File: src/rtl/icache_direct.sv
// Direct-mapped, one-word-per-block instruction cache sitting between the
// datapath fetch port and the memory controller instruction port. A hit is
// answered in the same cycle. A miss runs a single-word fill from memory.
// Also provides flush and hit/miss performance counters.
module icache_direct #(
   parameter int NSETS = 16,
   parameter int CNT_W = 32
) (
   input  logic             CLK,
   input  logic             nRST,
   input  logic             imemREN,
   input  logic [31:0]      imemaddr,
   output logic             ihit,
   output logic [31:0]      imemload,
   output logic             iREN,
   output logic [31:0]      iaddr,
   input  logic             iwait,
   input  logic [31:0]      iload,
   input  logic             flush,
   output logic [CNT_W-1:0] hit_count,
   output logic [CNT_W-1:0] miss_count
);

   localparam int IDX_W = $clog2(NSETS);
   localparam int TAG_W = 30 - IDX_W;

   typedef enum logic {IDLE = 1'b0, FILL = 1'b1} state_t;

   state_t             state_q, state_d;
   logic [NSETS-1:0]   valid_q;
   logic [TAG_W-1:0]   tag_q  [NSETS];
   logic [31:0]        data_q [NSETS];
   logic [29:0]        miss_word_q;
   logic               flush_pend_q;
   logic [CNT_W-1:0]   hit_count_q;
   logic [CNT_W-1:0]   miss_count_q;

   logic [IDX_W-1:0]   req_idx;
   logic [TAG_W-1:0]   req_tag;
   logic [IDX_W-1:0]   fill_idx;
   logic [TAG_W-1:0]   fill_tag;
   logic               lookup_hit;
   logic               start_miss;
   logic               fill_done;
   logic               unused_addr_lsb;

   // Byte offset bits never select anything: fetches are whole words.
   assign unused_addr_lsb = ^imemaddr[1:0];

   assign req_idx    = imemaddr[IDX_W+1:2];
   assign req_tag    = imemaddr[31:IDX_W+2];
   assign fill_idx   = miss_word_q[IDX_W-1:0];
   assign fill_tag   = miss_word_q[29:IDX_W];
   assign lookup_hit = imemREN & valid_q[req_idx] & (tag_q[req_idx] == req_tag);

   assign hit_count  = hit_count_q;
   assign miss_count = miss_count_q;

   // State register; reset abandons any in-flight fill.
   always_ff @(posedge CLK) begin
      if (nRST) state_q <= IDLE;
      else      state_q <= state_d;
   end

   // Next-state: a miss starts a fill, a fill ends when memory stops waiting.
   always_comb begin
      state_d = state_q;
      case (state_q)
         IDLE: if (start_miss) state_d = FILL;
         FILL: if (!iwait)     state_d = IDLE;
         default:              state_d = IDLE;
      endcase
   end

   // Outputs and per-cycle events. A flush cycle in IDLE neither hits nor
   // starts a miss; the request is looked up again once the flush is done.
   always_comb begin
      ihit       = 1'b0;
      imemload   = 32'h0;
      iREN       = 1'b0;
      iaddr      = 32'h0;
      start_miss = 1'b0;
      fill_done  = 1'b0;
      case (state_q)
         IDLE: begin
            ihit       = lookup_hit & ~flush;
            imemload   = (lookup_hit & ~flush) ? data_q[req_idx] : 32'h0;
            start_miss = imemREN & ~lookup_hit & ~flush;
         end
         FILL: begin
            iREN      = 1'b1;
            iaddr     = {miss_word_q, 2'b00};
            fill_done = ~iwait;
         end
         default: ;
      endcase
   end

   // Miss address capture; held for the whole fill so iaddr stays stable.
   always_ff @(posedge CLK) begin
      if (start_miss) miss_word_q <= imemaddr[31:2];
   end

   // Line storage; a fill overwrites the frame unconditionally.
   always_ff @(posedge CLK) begin
      if (fill_done) begin
         data_q[fill_idx] <= iload;
         tag_q[fill_idx]  <= fill_tag;
      end
   end

   // Remember a flush that arrives mid-fill so the fill result is discarded.
   always_ff @(posedge CLK) begin
      if (nRST)                             flush_pend_q <= 1'b0;
      else if (state_q != FILL || fill_done) flush_pend_q <= 1'b0;
      else if (flush)                        flush_pend_q <= 1'b1;
   end

   // Valid bits: flush (now or pending at fill end) clears all, else a fill sets one.
   always_ff @(posedge CLK) begin
      if (nRST)                                 valid_q <= '0;
      else if (flush | (fill_done & flush_pend_q)) valid_q <= '0;
      else if (fill_done)                       valid_q[fill_idx] <= 1'b1;
   end

   // Performance counters, wrapping naturally at 2^CNT_W.
   always_ff @(posedge CLK) begin
      if (nRST) begin
         hit_count_q  <= '0;
         miss_count_q <= '0;
      end else begin
         hit_count_q  <= hit_count_q  + CNT_W'(ihit);
         miss_count_q <= miss_count_q + CNT_W'(start_miss);
      end
   end

endmodule

File: config.mk
export PLATFORM = sky130hd
export DESIGN_NAME = icache_direct
export DESIGN_NICKNAME = d
export VERILOG_FILES = /design/src/rtl/icache_direct.sv
export SDC_FILE = /design/constraint.sdc
export NUM_CORES = 1
export LEC_CHECK = 0
export ABC_AREA = 1
export CAP_MARGIN = 10
export CORE_ASPECT_RATIO = 0.8
export CORE_MARGIN = 5
export CORE_UTILIZATION = 50
export DETAILED_ROUTE_END_ITERATION = 6
export PLACE_DENSITY = 0.77
export SLEW_MARGIN = 10
export SYNTH_ARGS = -nofsm -noshare
export SYNTH_HDL_FRONTEND = slang
export SYNTH_SLANG_ARGS = --single-unit
File: constraint.sdc
create_clock -name CLK -period 8.91 [get_ports CLK]
set_clock_uncertainty 0.1 [all_clocks]
set_input_delay 0.891 -clock CLK [delete_from_list [all_inputs] [get_ports CLK]]
set_output_delay 0.891 -clock CLK [all_outputs]
set_load 0.03 [all_outputs]
==> impl_metrics.ini <==
[worst_setup_path]
start_kind = primary input
cpPeakStageDelay_ns = 0.90
r2r_start = tag_q[0][0]
rrSetupSlack_ns = 4.10
ff2ff_path_depth = 27
crit_buf_inv = 5
crit_path_frequent_cell = nand2_1
cp_max_fo = 162
cp_slowest_cell = buf_4
crit_chain = buf_8 -> inv_8 -> buf_12 -> buf_4 -> nand2_1 -> a221oi_1 -> nor2_1 -> nand2_1 -> o31ai_1 -> nor2_2 -> clkdlybuf4s50_1
timing.rr.end = hit_count[28]
worstSetupPathDepth = 11
critPathLaunch = imemaddr[2]
critical_path_class = in -> out
cp-end-kind = output port
cp.arrival_ns = 5.12
worstSetupEndpoint = imemload[5]
critPathTopFamily = buffers and inverters
critPathRequiredTime_ns = 7.92

[timing]
setup_viol = 0
slew_headroom_pct = 20.6
slew_violations = 0
rsz0062_at_grt = no
worst_slack_ns = 2.80
max_freq_mhz = 164
layout_min_cycle_time_ns = 6.11
hold_viol_final = 0
tightest_slew_ns = 1.19
tns_ns = 0
finalCritPeriodShare_pct = 68.6

[global_route]
grt_usage_pct = 23.4
grt_pass1_wl_mm = 164
antenna_found_initial = 10
grt-ovfl-total = 0
grt_pass1_vias = 27500
grt_start_max_net_pins = 211

[logic_synthesis]
synth_seq_cells = 1040
post_synth_inst_count = 3702
seq_area_frac_synth_pct = 71.2
ys_warn_count = 0
syn_area_sq_um = 42700
avgSynthCellArea_sq_um = 11.5
synthDistinctLibCells = 40

[die]
core-area_sq_um = 84400
die_y_microns = 271
io_pins = 199
start_util_pct = 50.6
die_w_microns = 337
rows = 95
fp.dieArea_sq_um = 91400

[cells_and_area]
layout_common_cells = 958 x edfxtp_1, 949 x nand2_1, 295 x a21oi_1, 289 x nand3_1, 283 x inv_1
fillCellCount = 6486
drive_above_1_share_pct = 6.31
final_nets = 3905
final_common_cell = edfxtp_1
synthToLayoutAreaGrowth_pct = 13.9
utilization_pct = 57.7

[routing]
wirelength_mm = 110
drtIter0Drc = 3570
drc = 0
vias_per_cell = 5.81
dr_total_vias = 29200
postRouteAntennaNets = 0
dr.pass1.iters = 7
post_drt_wl_per_cell_microns = 21.8

[placement]
io_buffer_count = 194
post-dp-hpwl_mm = 54.9
globalplace.congestion = 0.864
post-place-ws_ns = 2.34

[cts]
htree_levels = 3
clk_latency_ns = 0.68
cts_root_buf = clkbuf_16
postCtsHoldBufs = 0
cts_tree = yes
cts_max_path_buffers = 3
cts_buffers = 101
ctsResizeCount = 0
path_clk_slew_ns = 0.06
cts_sinks = 1040
postCtsSetupBuffers = 0

[power]
total_power_w = 0.0100
irDropWorstVdd_v = 0.000159
power.density_nw_per_um2 = 206
p_leak_nw = 17.4

[run]
max_cap_viol_count = 0

[min_path]
min_path_type = reg -> reg

[run_status]
outcome = complete, no violations
tightest hold or removal path: cells and delay by family, from the launching register on:
family | cells | cell delay, ns
buffers and inverters | 1 | 0.06
DFF | 1 | 0.30
AOI/OAI and AO/OA | 1 | 0.06
per-layer routing:
layer	vias to the layer above	wire length [microns]	track usage, %
li1	13300	-	-
met1	14000	43000	32.3
met2	1673	51900	37.6
met3	271	11300	4.27
met4	6	3740	8.43
met5	-	41	0
how the worst min path moves through the flow:
| stage | endpoint | slack (ns) | depth (start not counted) | startpoint |
|---|---|---|---|---|
| CTS | valid_q[4] | 0.36 | 2 | valid_q[4] |
| detailed placement | valid_q[4] | 0.35 | 2 | valid_q[4] |
| finish | valid_q[7] | 0.36 | 2 | valid_q[7] |
| global placement | valid_q[1] | 0.34 | 2 | valid_q[1] |
| global route | valid_q[4] | 0.38 | 2 | valid_q[4] |
| floorplan | valid_q[3] | 0.33 | 2 | valid_q[3] |
power breakdown:
group	switching [W]	internal [W]	leakage, nW	total, W
clock	0.00179	0.00232	1.56	0.00412
sequential	0.0000248	0.00534	9.28	0.00536
combinational	0.000389	0.000162	6.56	0.000551
synth_stat cells, drive strengths merged:
| cell | n | area [sq um] |
|---|---|---|
| ha | 5 | 62.6 |
| dfxtp | 82 | 1640 |
| nand4 | 13 | 81.3 |
| o21ai | 94 | 470 |
| nor3b | 3 | 22.5 |
| nor2 | 268 | 1090 |
| o21bai | 1 | 7.51 |
| nand2 | 949 | 3560 |
| nor4 | 1 | 6.26 |
| o21a | 2 | 15.0 |
| nand3 | 290 | 1460 |
| a211oi | 2 | 15.0 |
| o221a | 1 | 11.3 |
| nand3b | 5 | 37.5 |
| o31ai | 32 | 240 |
| a32oi | 4 | 35.0 |
| a31oi | 6 | 37.5 |
| conb | 1 | 3.75 |
| xnor2 | 1 | 8.76 |
| a221oi | 115 | 1010 |
| o21ba | 4 | 40.0 |
| edfxtp | 958 | 28800 |
| a21boi | 1 | 7.51 |
| and3 | 3 | 18.8 |
| a21oi | 295 | 1480 |
| clkbuf | 78 | 293 |
| xor2 | 1 | 8.76 |
| inv | 292 | 1100 |
| o211ai | 26 | 195 |
| nor3 | 34 | 175 |
| or2 | 2 | 12.5 |
| buf | 133 | 825 |
stage by stage:
stage	area, sq um	hold WS, ns	instances
2_1_floorplan	42700	0.330	3703
4_1_cts	48600	0.356	5026
3_3_place_gp	45400	0.342	4842
6_report	48700	0.357	5034
5_1_grt	48700	0.377	5033
3_5_place_dp	45400	0.347	4842
cell families (layout without fill, tap and decap cells):
family          Yosys count  after routing  share of synthesized area (%)
compound gates          583            583                           8.33
xor+xnor                  2              2                         0.0410
fa+ha+maj                 5              5                          0.146
buf+inv                 503            712                           5.18
flops                  1040           1040                           71.2
other cells               1              9                        0.00878
simple gates           1568           1568                           15.1
state kept, by name, indices dropped and copies added, names as in the netlist:
name and count:
valid_q 16, state_q 1, miss_count 32, flush_pend_q 1, data_q 512, tag_q 416
miss_word_q 30, hit_count 32
cell type report:
cell class                 instances  area [sq um]  area share (%)
sequential                      1040         30400            62.5
multi-input combinational       2160         10200            21.0
clock buffer                     129          2660            5.47
timing repair buffer             236          2310            4.74
tap                             1115          1400            2.87
inverter                         292          1130            2.32
clock inverter                    55           532            1.09
antenna                            7          17.5          0.0360
Power figures use the tool's default switching activity.
